[config.mk]
export PLATFORM = sky130hd
export DESIGN_NAME = uart_rx_fifo
export DESIGN_NICKNAME = d
export VERILOG_FILES = /design/src/rtl/uart_rx_fifo.sv
export SDC_FILE = /design/constraint.sdc
export NUM_CORES = 1
export LEC_CHECK = 0
export BUFFER_PORTS_ARGS = -buffer_cell sky130_fd_sc_hd__buf_2
export CAP_MARGIN = 20
export CORE_MARGIN = 2
export CORE_UTILIZATION = 40
export CTS_CLUSTER_DIAMETER = 200
export DETAILED_ROUTE_END_ITERATION = 12
export PLACE_DENSITY = 0.67
export SYNTH_ARGS = -nofsm -noshare
export SYNTH_HDL_FRONTEND = slang
export SYNTH_SLANG_ARGS = --single-unit
[constraint.sdc]
create_clock -name clk -period 11.5 [get_ports clk]
set_input_delay 0.575 -clock clk [delete_from_list [all_inputs] [get_ports clk]]
set_output_delay 0.575 -clock clk [all_outputs]
set_load 0.005 [all_outputs]
[src/rtl/uart_rx_fifo.sv]
// rtl/uart_rx_fifo.sv - UART receiver with first-word-fall-through receive FIFO
//
// Ports:
//   clk, rst        clock; asynchronous active-high reset
//   rx              serial line (asynchronous, idle high)
//   k               clocks per bit (>= 4)
//   nbits           data length: 00=5, 01=6, 10=7, 11=8
//   pen, even       parity enable; 1 = even, 0 = odd
//   stop2           1 selects two stop bits
//   rd              FIFO pop strobe
//   clr_ovf         clears the sticky overflow flag
//   rdata           head entry data, right-aligned, upper bits 0
//   rperr/rferr/rbrk head entry parity / framing / break flags
//   empty, full     FIFO status
//   count           number of stored entries
//   ovf             sticky overflow flag
//   busy            receiver not idle
module uart_rx_fifo #(
  parameter int DEPTH = 16,
  parameter int KW    = 19
) (
  input  logic                     clk,
  input  logic                     rst,
  input  logic                     rx,
  input  logic [KW-1:0]            k,
  input  logic [1:0]               nbits,
  input  logic                     pen,
  input  logic                     even,
  input  logic                     stop2,
  input  logic                     rd,
  input  logic                     clr_ovf,
  output logic [7:0]               rdata,
  output logic                     rperr,
  output logic                     rferr,
  output logic                     rbrk,
  output logic                     empty,
  output logic                     full,
  output logic [$clog2(DEPTH):0]   count,
  output logic                     ovf,
  output logic                     busy
);

  localparam int AW = $clog2(DEPTH);

  typedef enum logic [2:0] {
    IDLE, START, DATA, PARITY, STOP1, STOP2, BRKWAIT
  } state_t;

  state_t          state;
  logic            rx_s1, rx_s2, rx_prev;
  logic [1:0]      settle;
  logic [KW-1:0]   cnt, tgt, k_l;
  logic            tick, start_edge;
  logic [1:0]      nb_l;
  logic            pen_l, even_l, s2_l;
  logic [7:0]      sh;
  logic [2:0]      bidx;
  logic            par, perr_r, ferr_r, allz;
  logic            push;
  logic [10:0]     pword;

  logic [10:0]     mem [DEPTH];
  logic [AW-1:0]   wr_ptr, rd_ptr;
  logic [AW:0]     fcnt;
  logic            do_rd, do_wr, ovf_set;
  logic [10:0]     head;

  // Synchronizer plus edge history. settle masks the edge detector until the
  // reset-loaded ones have flushed, so a line held low through reset must
  // first go high before a start bit is accepted.
  always_ff @(posedge clk or posedge rst) begin
    if (rst) begin
      rx_s1   <= 1'b1;
      rx_s2   <= 1'b1;
      rx_prev <= 1'b1;
      settle  <= 2'd0;
    end else begin
      rx_s1   <= rx;
      rx_s2   <= rx_s1;
      rx_prev <= rx_s2;
      if (settle != 2'd3) settle <= settle + 2'd1;
    end
  end

  assign start_edge = (settle == 2'd3) & rx_prev & ~rx_s2;

  // START samples mid-bit at k/2; every later sample is one full bit on.
  always_comb begin
    tgt = (state == START) ? {1'b0, k_l[KW-1:1]} : k_l;
    tick = (cnt == tgt - KW'(1));
  end

  always_ff @(posedge clk or posedge rst) begin
    if (rst) begin
      state  <= IDLE;
      cnt    <= '0;
      k_l    <= '0;
      nb_l   <= 2'd0;
      pen_l  <= 1'b0;
      even_l <= 1'b0;
      s2_l   <= 1'b0;
      sh     <= 8'h00;
      bidx   <= 3'd0;
      par    <= 1'b0;
      perr_r <= 1'b0;
      ferr_r <= 1'b0;
      allz   <= 1'b0;
      push   <= 1'b0;
      pword  <= 11'h000;
    end else begin
      push <= 1'b0;
      if (state != IDLE && state != BRKWAIT)
        cnt <= tick ? '0 : cnt + KW'(1);
      case (state)
        IDLE: begin
          if (start_edge) begin
            state  <= START;
            cnt    <= '0;
            k_l    <= k;
            nb_l   <= nbits;
            pen_l  <= pen;
            even_l <= even;
            s2_l   <= stop2;
            sh     <= 8'h00;
            bidx   <= 3'd0;
            par    <= 1'b0;
            perr_r <= 1'b0;
            ferr_r <= 1'b0;
            allz   <= 1'b1;
          end
        end
        START: begin
          if (tick) state <= rx_s2 ? IDLE : DATA;
        end
        DATA: begin
          if (tick) begin
            sh[bidx] <= rx_s2;
            par      <= par ^ rx_s2;
            if (rx_s2) allz <= 1'b0;
            if (bidx == 3'(nb_l) + 3'd4)
              state <= pen_l ? PARITY : STOP1;
            else
              bidx <= bidx + 3'd1;
          end
        end
        PARITY: begin
          if (tick) begin
            // Mismatch against XOR (even) or inverted XOR (odd).
            perr_r <= rx_s2 ^ par ^ ~even_l;
            if (rx_s2) allz <= 1'b0;
            state <= STOP1;
          end
        end
        STOP1: begin
          if (tick) begin
            if (allz && !rx_s2) begin
              push  <= 1'b1;
              pword <= {1'b1, 1'b1, 1'b0, 8'h00};
              state <= BRKWAIT;
            end else if (s2_l) begin
              ferr_r <= ~rx_s2;
              state  <= STOP2;
            end else begin
              push  <= 1'b1;
              pword <= {1'b0, ~rx_s2, perr_r, sh};
              state <= IDLE;
            end
          end
        end
        STOP2: begin
          if (tick) begin
            push  <= 1'b1;
            pword <= {1'b0, ferr_r | ~rx_s2, perr_r, sh};
            state <= IDLE;
          end
        end
        BRKWAIT: begin
          if (rx_s2) state <= IDLE;
        end
        default: state <= IDLE;
      endcase
    end
  end

  assign busy = (state != IDLE);

  // FIFO: a pop on a full FIFO frees the slot the simultaneous push uses.
  assign empty   = (fcnt == '0);
  assign full    = (fcnt == (AW+1)'(DEPTH));
  assign do_rd   = rd & ~empty;
  assign do_wr   = push & (~full | do_rd);
  assign ovf_set = push & full & ~rd;

  always_ff @(posedge clk) begin
    if (do_wr) mem[wr_ptr] <= pword;
  end

  always_ff @(posedge clk or posedge rst) begin
    if (rst) begin
      wr_ptr <= '0;
      rd_ptr <= '0;
      fcnt   <= '0;
      ovf    <= 1'b0;
    end else begin
      if (do_wr) wr_ptr <= wr_ptr + AW'(1);
      if (do_rd) rd_ptr <= rd_ptr + AW'(1);
      case ({do_wr, do_rd})
        2'b10:   fcnt <= fcnt + (AW+1)'(1);
        2'b01:   fcnt <= fcnt - (AW+1)'(1);
        default: fcnt <= fcnt;
      endcase
      if (ovf_set)      ovf <= 1'b1;
      else if (clr_ovf) ovf <= 1'b0;
    end
  end

  assign head  = empty ? 11'h000 : mem[rd_ptr];
  assign rdata = head[7:0];
  assign rperr = head[8];
  assign rferr = head[9];
  assign rbrk  = head[10];
  assign count = fcnt;

endmodule

* Word level (Yosys, flattened, before mapping) *
Memory sizes are Yosys's and may differ from the RTL's.
Cells that the tools add are included.
Widths: inputs -> output; s select.

cells by class
  add/subtract/negate cells = 9
  $mul = 0
  div/mod/pow operators = 0
  magnitude comparators = 2
  equality and inequality tests = 28
  shift-type cells = 0
  mux-type cells = 57
  bitwise operators = 15
  reductions and logical operators = 23

operator list
  kind                   number
  $mux 19                5
  $mux 11                5
  $mux 3                 14
  $ne 2x2->1 const B     12
  $pmux 11 s2            1
  $pmux 3 s7             1
  $add 19x1->19 const B  1
  $eq 19x19->1           1
  $sub 19x1->19 const B  1
  $mux 1                 18
  $mux 8                 2
  $pmux 8 s2             1
  $reduce_bool 2->1      7
  $reduce_and 4->1       3
  $pmux 1 s2             5
  $pmux 5 s2             1
  $eq 3x3->1 const B     3
  $add 4x1->4 const B    2
  $bwmux 8               1
  $reduce_and 8->1       1
  $and 1x1->1            6
  $eq 3x2->1 const B     2
  $ne 3x3->1 const B     2
  $pmux 3 s2             1
  other kinds (27)       38

storage, ports and cells
  flip-flop bits (word level) = 92
  bits in latches = 0
  RAM bits = 176
  ROM bits = 0
  bits of input ports = 29
  output and inout port bits = 20
  logic and storage cells = 158
  memories kept = 1

memories
  memory  depth  width  rd ports  clocked after memory_dff  wr ports  RTL line  RTL
  mem     16     11     1         0                         1         62        logic [10:0] mem [DEPTH];

* Logic depth before layout (Yosys ltp) *
Gate-level depths: netlist of the first run.

  word-level depth = 8
  mapped depth = 17

* Least setup slack after synthesis of the first run *
No wires, ideal clock.

  path kind = register to register
  start point = register state[0]
  end point = register pword[9]
  library setup time = 0.128 ns
  data arrival time = 3.891 ns
  slack = 7.482 ns
  stages on the path, launching flop included = 17
  buffers on the path = 4
  period minus slack after synthesis = 4.018 ns
  path through = dfrtp_1 -> buf_4 -> nor3b_1 -> buf_2 -> buf_2 -> mux2i_1 -> ha_1 -> nand2b_1 -> a211o_1 -> and3b_1 -> and3_1 -> a31oi_1 -> or3_1 -> nor4b_4 -> buf_6 -> nand3_2 -> mux2_1

on the way
  cells in the longest elaborated chain, start to end = 6
  elaborated cells between the ends (all ways) = 12
  those cells by class = add/sub (1); eq/ne (7); mux (2); reduce/logical (2)

RTL lines
  element                            RTL line  RTL
  start, declared                    49        state_t state;
  start signal, assigned             133       if (tick) state <= rx_s2 ? IDLE : DATA;
  start signal, assigned             141       state <= pen_l ? PARITY : STOP1;
  $eq 3x1->1                         89        tgt = (state == START) ? {1'b0, k_l[KW-1:1]} : k_l;
  $mux 19                            89
  $sub 19x1->19                      90        tick = (cnt == tgt - KW'(1));
  $eq 19x19->1                       90
  $ne 2x2->1 (no source line)        -
  $reduce_and 4->1 (no source line)  -
  end signal, assigned               158       pword <= {1'b1, 1'b1, 1'b0, 8'h00};
  end signal, assigned               165       pword <= {1'b0, ~rx_s2, perr_r, sh};
  end signal, assigned               173       pword <= {1'b0, ferr_r | ~rx_s2, perr_r, sh};
  end, declared                      60        logic [10:0] pword;

Several ways; a longest one is shown, not always the timed one.
A chain may end at the register's enable or synchronous reset.

* Worst setup path after layout of the first run *
Same ends and word-level chain as after synthesis.

==> results.ini, run 1 <==
[synth]
synthTopCellsByArea=edfxtp_1, dfrtp_1, mux4_2
synth-edff-count=176
avgSynthCellArea_sq_um=13.75
synth_common_cells=edfxtp_1, nand2_1, dfrtp_1
synth.distinct_cells=66
yosys.area_share.adder_pct=1.485
synth_area_sq_um=12300
synth_top_area_cell=edfxtp_1
synth_nets=938
seq_area_frac_synth_pct=61.70
synth-compound-area-share_pct=4.515
synth_flop_cell=edfxtp_1
synth_top_area_share_pct=42.96
synth-warning-count=0
synthSimpleGateAreaFrac_pct=12.74
synth_top_family_by_area=multiplexers
synthXorXnorAreaFrac_pct=3.773
async_flop_share_pct=34.33
muxShareOfSynthArea_pct=13.12
ys_ff_latch=268
netlist_instances=895
yosysMostFrequentCell=edfxtp_1

[pwr]
power_frac_seq_pct=43.2
intPower_mw=1.964
p_total_mw=2.902
p_sw_mw=0.9377
comb_power_share_pct=25.4
switching_share_pct=32.31
p_per_area_nw_per_um2=209.4
p_leak_nw=5.712
clockPowerShare_pct=31.5
peakVddDrop_uv=119.3

[critical_path]
crit_top_cell=buf_4
worstPathCellList=nor3b_2, buf_4, mux2i_1, ha_1, nand2b_1, a211o_1, and3b_1, and3_1, a31oi_1, or3_1, nor4b_4, buf_4, nand3_2, mux2_1
rrSetupSlack_ps=6740
cp.arrival_ps=5190
critPathSlowestCell=dfrtp_1
worstPathMaxFanout=30
crit_buf_inv=2
worstPathRequired_ps=11930
max_stage_delay_ps=650
r2r-end=pword[9]$_DFFE_PP0P_
worst_r2r_path_depth=14
endpoint_kind=flip-flop
r2r-start=state[0]$_DFFE_PP0P_
start_kind=flip-flop
crit_type=reg -> reg
critPathTopFamily=simple AND/OR/NAND/NOR gates

[placed_design]
place_hpwl_um=15690
dpl_cell_area_sq_um=12900
port_buffers=48
placedCellCount=1299
detailedPlace.worstSlack_ps=6767
gp_congestion=0.8218

[route]
routed_via_density=5.285
drtIter0Drc=451
drc=0
wl_um=24890
wl_per_cell_um=18.37
firstDrtPassIters=5
ant_nets=0
vias=7161

[clocking]
clock_sinks=268
clk_latency_ps=540
cts_tree=yes
cts_buffer_depth=3
cts_root_buffer=clkbuf_16
postCtsSetupBuffers=0
cts_resized=0
cts_max_level=1
clk_pin_slew_ps=60
ctsHoldBuffers=0
cts_made_buffers=30

[grt]
met3_usage_pct=2.764
grt_util_met1_pct=21.44
met2_usage_pct=26.31
grt_pass1_vias=7204
antenna_found_initial=0
grt_pass1_wl_um=39680
top_usage_layer=met2
grt_overflow=0
grtUsageTotal_pct=15.84
grt_max_degree=59

[die]
die_x_um=179.4
boundaryPins=49
start_util_pct=40.43
die-height_um=179.4
rows=64
core-area_sq_um=30430
die_area_sq_um=32180

[sta]
fin_skew_ps=7.090
worst_pin_slew_ps=922.9
setup_violations=0
finalCritPeriodShare_pct=41.36
timing.setup.tns_ps=0
rsz0062_at_grt=no
hold_slack_ps=49.76
fin_ws_ps=6744
fmax_mhz=210.3
final_hold_viol_count=0
min_period_ps=4756
maxSlewViolCount=0
max_slew_margin_pct=38.47

[final_layout]
final_cell_count_no_fill=1355
final_util_pct=45.54
drive_gt1_share_pct=18.56
nets=978
syn_to_final_growth_pct=12.64
final_cell_area_sq_um=13860
n_antenna_cell=0

[worst_hold_path]
hp-class=in -> async

[status]
status=finished clean

[run]
maxCapViolCount=0

state kept, by name (all words and copies together) (netlist names), 2 cells and up:
register  count
mem         176
cnt          19
k_l          19
pword        11
sh            8
count         5
rd_ptr        4
wr_ptr        4
bidx          3
state         3
nb_l          2
settle        2
cell usage in the layout, fill, tap and decap left out, types with 7 or more instances in the layout:
cell / netlist / final
dfrtp_1: 89 / 87
mux2i_1: 33 / 33
a21oi_1: 12 / 12
nand2b_1: 8 / 8
o21ai_0: 16 / 16
nor2_1: 44 / 44
edfxtp_1: 176 / 176
and3_1: 9 / 9
nor2b_1: 19 / 19
nand4_1: 11 / 11
buf_2: 7 / 48
nand3_1: 22 / 22
nor3_1: 15 / 14
xor2_1: 24 / 24
and2_1: 19 / 19
clkinv_2: 0 / 7
ha_1: 13 / 13
mux4_2: 55 / 55
xnor2_1: 29 / 29
a21o_1: 7 / 7
buf_4: 1 / 8
nand2_1: 126 / 126
or3_1: 7 / 7
clkbuf_16: 0 / 30
inv_1: 29 / 28
area by class of cell:
type / instances / area [sq um]
clock buffer: 40 / 828.3
multi-input combinational: 549 / 4394
tap: 396 / 495.5
inverter: 30 / 115.1
fill: 2745 / 16570
clock inverter: 16 / 131.4
sequential: 268 / 7594
timing repair buffer: 56 / 300.3
per-layer routing:
layer / wire [um] / up-vias
li1: - / 3393
met1: 10820 / 3543
met2: 12140 / 185
met3: 1408 / 40
met4: 520 / 0
met5: 0 / -
how the worst max path moves through the flow:
stage                          from                    to  slack [ps]  depth (start not counted)
2_1_floorplan  state[0]$_DFFE_PP0P_  pword[9]$_DFFE_PP0P_        7480                         16
3_3_place_gp   state[0]$_DFFE_PP0P_  pword[9]$_DFFE_PP0P_        6910                         14
3_5_place_dp   state[0]$_DFFE_PP0P_  pword[9]$_DFFE_PP0P_        6770                         14
4_1_cts        state[0]$_DFFE_PP0P_  pword[9]$_DFFE_PP0P_        6770                         14
5_1_grt        state[0]$_DFFE_PP0P_  pword[9]$_DFFE_PP0P_        6400                         14
6_report       state[0]$_DFFE_PP0P_  pword[9]$_DFFE_PP0P_        6740                         14
logic make-up (layout without fill, tap and decap cells):
family,Yosys count,after routing
xor+xnor,53,53
compound gates,77,77
buf+inv,78,142
fa+ha+maj,14,14
flops,268,268
simple gates,313,313
mux,92,92
power by group through the flow:
| stage | clock [mW] | sequential (mW) | combinational, mW |
|---|---|---|---|
| floorplan | 0 | 1.18 | 0.649 |
| global placement | 0 | 1.27 | 0.729 |
| detailed placement | 0 | 1.27 | 0.745 |
| CTS | 0.936 | 1.25 | 0.746 |
| global route | 0.974 | 1.27 | 0.832 |
| finish | 0.914 | 1.25 | 0.736 |
(Power assumes the default switching activity.)
==> inputs of run 2 (changes only) <==
PLACE_DENSITY = 0.69   (was 0.67)
clock period = 4.33 ns   (was 11.5 ns; I/O delays follow)
==> run 2 against run 1 <==
Against the previous run: sequential power rose to 2.7 times the previous value; global-route usage up 0.48 points; critical endpoint is now cnt[12]$_DFF_PP0_; largest power group unchanged; clock power increased to 2.6 times the previous value; die area is the same; critical path type unchanged.
==> results.ini, run 2 (synthesis gave the netlist of run 1 again) <==
[status]
status=finished clean

[pwr]
peakVddDrop_uv=317.2
p_per_area_nw_per_um2=546.1
p_leak_nw=5.857

[route]
routed_via_density=5.321
drtIter0Drc=697
drc=0
ant_nets=0
vias=7380
firstDrtPassIters=5
wl_per_cell_um=18.25
wl_um=25310

[critical_path]
crit_buf_inv=0
critPathTopFamily=simple AND/OR/NAND/NOR gates
start_kind=flip-flop
endpoint_kind=flip-flop
worstPathMaxFanout=17
max_stage_delay_ps=570
critPathSlowestCell=a21o_1
crit_type=reg -> reg
cp.arrival_ps=4430
worstPathRequired_ps=4750
worstPathCellList=nor3b_2, mux2i_1, ha_1, nand2b_1, a211o_1, and3b_1, and3_1, a31oi_1, or3_1, nor4b_4, a21o_1, nor2_1

[final_layout]
final_util_pct=46.63
top_register=mem
n_antenna_cell=0
drive_gt1_share_pct=18.47
largestRegisters=mem x176, cnt x19, k_l x19
syn_to_final_growth_pct=15.33
nets=1011
largest_reg_flops=176
final_cell_mix=edfxtp_1, nand2_1, dfrtp_1
mostFrequentLayoutCell=edfxtp_1
final_cell_count_no_fill=1387
fillers=2665

[clocking]
cts_root_buffer=clkbuf_16
cts_buffer_depth=3
postCtsSetupBuffers=0
cts_made_buffers=29
clk_pin_slew_ps=60
clock_sinks=268
clk_latency_ps=560
cts_tree=yes
cts_max_level=1

[die]
boundaryPins=49
die-height_um=179.4
start_util_pct=40.43
rows=64
die_area_sq_um=32180
core-area_sq_um=30430
die_x_um=179.4

[sta]
setup_violations=0
rsz0062_at_grt=no
worst_pin_slew_ps=1018
max_slew_margin_pct=31.96
fin_skew_ps=18.73
min_period_ps=4009
hold_slack_ps=62.19
final_hold_viol_count=0
fin_ws_ps=320.6
maxSlewViolCount=0
timing.setup.tns_ps=0
finalCritPeriodShare_pct=92.59
fmax_mhz=249.4

[run]
maxCapViolCount=0

[placed_design]
gp_congestion=0.8738
place_hpwl_um=15880
placedCellCount=1305
port_buffers=48
detailedPlace.worstSlack_ps=338.3

[grt]
grt_pass1_vias=7442
antenna_found_initial=0
grt_overflow=0
grtUsageTotal_pct=16.32
grt_max_degree=49
grt_pass1_wl_um=41030

[worst_hold_path]
hp-class=in -> reg

==> run 2: cell types whose count changed in the layout (fill, tap and decap cells not counted) <==
cell	change
inv_16	+1
dlygate4sd3_1	+27
buf_12	+2
buf_4	+5
clkinv_1	+1
clkbuf_8	+1
clkinv_2	-2
clkbuf_16	-1
clkinv_8	-1
clkbuf_1	-1
==> run 2: stage by stage <==
stage	power (mW)	cell area, sq um
2_1_floorplan	4.867	12300
6_report	7.749	14190
3_3_place_gp	5.352	12960
5_1_grt	8.178	14190
3_5_place_dp	5.370	12960
4_1_cts	7.801	14170
==> run 2: cell type report <==
class | count | area [sq um] | share of cell area [%]
inverters | 30 | 115.1 | 0.8113
clock inverters | 15 | 128.9 | 0.9083
repair buffers | 90 | 648.1 | 4.568
flip-flops and latches | 268 | 7594 | 53.52
clock buffers | 39 | 813.3 | 5.732
well taps | 396 | 495.5 | 3.492
multi-input cells | 549 | 4394 | 30.97
==> run 2: report_power, final <==
part / total [mW] / internal, mW / switching (mW)
logic: 1.99 / 0.964 / 1.02
registers: 3.37 / 2.91 / 0.459
clock network: 2.39 / 1.39 / 1.01
==> run 2: worst paths after layout <==
kind / to / start / depth (start not counted) / slack [ps]
setup / recovery: cnt[12]$_DFF_PP0_ / state[1]$_DFFE_PP0P_ / 12 / 320
hold / removal: ovf$_DFFE_PP0P_ / rd / 4 / 60
setup reg to reg: cnt[12]$_DFF_PP0_ / state[1]$_DFFE_PP0P_ / 12 / 320
hold reg to reg: rx_s2$_DFF_PP1_ / rx_s1$_DFF_PP1_ / 0 / 360
max in group asynchronous: rd_ptr[1]$_DFFE_PP0P_ / rst / 4 / 2950
min in group asynchronous: ovf$_DFFE_PP0P_ / rst / 3 / 290
==> run 2: worst register-to-register path, stage by stage (launching register included) <==
cell      delay, ps
dfrtp_1         390
nor3b_2         370
mux2i_1         320
ha_1            240
nand2b_1        100
a211o_1         330
and3b_1         290
and3_1          170
a31oi_1          90
or3_1           450
nor4b_4         420
a21o_1          570
nor2_1          130
==> run 2: timing repair <==
item                      4_1_cts  5_1_grt
hold endpoints to repair       71        0
hold buffers                   27        0
resized for setup               0        0
==> run 2: metal layers <==
layer	GRT usage, %	wire length [um]	vias up
met2	27.91	12570	174
met4	3.663	380	0
met3	2.215	1105	32
met5	0	0	-
met1	22.30	11250	3724
li1	-	-	3450
==> inputs of run 3 (changes only) <==
PLACE_DENSITY = 0.56   (was 0.69)
==> run 3 against run 2 <==
Against the previous run: die area unchanged; wire length increased by 2.9%; combinational power about the same; non-clock buffer count increased by 7; maximum frequency about the same; clock-buffer cell count decreased by 6; via count decreased by 0.60%; largest power group unchanged.
==> results.ini, run 3 (synthesis gave the netlist of run 1 again) <==
[final_layout]
largest_reg_flops=176
fillers=2686
syn_to_final_growth_pct=16.42
final_cell_mix=edfxtp_1, nand2_1, dfrtp_1
n_antenna_cell=0
drive_gt1_share_pct=19.50
nets=1019
mostFrequentLayoutCell=edfxtp_1
top_register=mem
largestRegisters=mem x176, cnt x19, k_l x19

[pwr]
p_per_area_nw_per_um2=559.5
peakVddDrop_uv=377.8
p_total_mw=8.014
p_leak_nw=5.936

[clocking]
cts_tree=yes
clk_pin_slew_ps=60
clock_sinks=268
clk_latency_ps=580
cts_root_buffer=clkbuf_16
cts_max_level=1
cts_made_buffers=30
cts_buffer_depth=3

[sta]
fmax_mhz=249.2
worst_pin_slew_ps=947.6
fin_skew_ps=24.83
fin_ws_ps=317.9
rsz0062_at_grt=no
final_hold_viol_count=0
hold_slack_ps=119.3
max_slew_margin_pct=36.82
maxSlewViolCount=0
setup_violations=0
finalCritPeriodShare_pct=92.66
min_period_ps=4012
timing.setup.tns_ps=0

[grt]
met3_usage_pct=2.722
grt_pass1_wl_um=41710
grt_max_degree=69
grtUsageTotal_pct=16.77
grt_pass1_vias=7411
antenna_found_initial=0
grt_overflow=0
top_usage_layer=met2
grt_util_met1_pct=22.56
met2_usage_pct=28.51

[route]
wl_um=26040
ant_nets=0
drc=0
wl_per_cell_um=18.65
drtIter0Drc=585
vias=7336
firstDrtPassIters=5
routed_via_density=5.255

[critical_path]
max_stage_delay_ps=450
start_kind=flip-flop
crit_type=reg -> reg
worstPathCellList=nor3b_2, mux2i_1, ha_1, nand2b_1, a211o_1, and3b_1, and3_1, a31oi_1, or3_1, nor4b_4, buf_4, nand4b_1, mux2i_1
worstPathMaxFanout=25
cp.arrival_ps=4450
crit_top_cell=mux2i_1
r2r-start=state[1]$_DFFE_PP0P_
worstPathRequired_ps=4760
r2r-end=sh[1]$_DFFE_PP0P_
worst_r2r_path_depth=13
rrSetupSlack_ps=320
critPathSlowestCell=or3_1
endpoint_kind=flip-flop

[die]
die-height_um=179.4
die_x_um=179.4
core-area_sq_um=30430
rows=64
boundaryPins=49
start_util_pct=40.43
die_area_sq_um=32180

[placed_design]
gp_congestion=0.8592
place_hpwl_um=16500
detailedPlace.worstSlack_ps=384.0
port_buffers=48

[worst_hold_path]
min_path_cells=3
min_to=rd_ptr[0]$_DFFE_PP0P_
hp-class=in -> reg
worstHoldStart=rd

[run]
maxCapViolCount=0

[status]
status=finished clean

==> run 3: changes by cell type in the layout (fill, tap and decap cells not counted), sizes merged <==
cell,previous run,this run
bufinv,1,4
dlygate4sd3,27,28
clkbuf,39,33
buf,63,69
clkinv,10,14
inv,31,32
==> run 3: how the worst max path moves through the flow <==
stage	start	to	slack, ps	cells past startpoint
after floorplan	state[0]$_DFFE_PP0P_	pword[9]$_DFFE_PP0P_	310	16
after global placement	state[1]$_DFFE_PP0P_	sh[2]$_DFFE_PP0P_	480	13
after detailed placement	state[1]$_DFFE_PP0P_	sh[0]$_DFFE_PP0P_	380	13
after CTS	state[1]$_DFFE_PP0P_	sh[1]$_DFFE_PP0P_	340	13
after global routing	state[1]$_DFFE_PP0P_	sh[1]$_DFFE_PP0P_	40	13
final	state[1]$_DFFE_PP0P_	sh[1]$_DFFE_PP0P_	320	13
==> run 3: final cells by class <==
cell class,count,area [sq um],area share (%)
Multi-Input combinational cell,549,4394,30.68
Inverter,30,115.1,0.8036
Timing Repair Buffer,97,678.2,4.734
Clock buffer,33,782.0,5.459
Clock inverter,23,265.3,1.852
Tap cell,396,495.5,3.459
Sequential cell,268,7594,53.01
==> run 3: worst max-delay path: cells and delay by family, from the launching register on <==
kind | cells | cell delay (ps)
flip-flops | 1 | 440
buffers and inverters | 1 | 340
AND/OR/NAND/NOR | 7 | 1910
multiplexers | 2 | 490
AO/OA/AOI/OAI | 2 | 450
adder cells (fa/ha/maj) | 1 | 250
==> run 3: metrics by stage <==
| stage | utilization [%] | cell area, sq um | cells |
|---|---|---|---|
| after floorplan | - | 12300 | 895 |
| final | 47.07 | 14320 | 1396 |
| after global routing | 47.07 | 14320 | 1396 |
| after global placement | 42.71 | 13000 | 1312 |
| after detailed placement | 42.71 | 13000 | 1312 |
| after CTS | 47.07 | 14320 | 1396 |
==> run 3: metal layers <==
metal  share of wire, %  wire (um)
met2                 48      12520
met4                2.3        595
met5                  0          0
met1                 45      11800
met3                4.3       1132
==> run 3: power by group <==
part | internal, mW | total [mW] | switching (mW)
combinational | 0.966 | 1.99 | 1.02
clock | 1.56 | 2.64 | 1.08
sequential | 2.91 | 3.39 | 0.478
==> run 3: timing repair <==
action | 4_1_cts | 5_1_grt
hold endpoints to repair | 90 | 0
setup buffers | 0 | 0
hold buffers | 28 | 0
gates resized for setup | 0 | 0
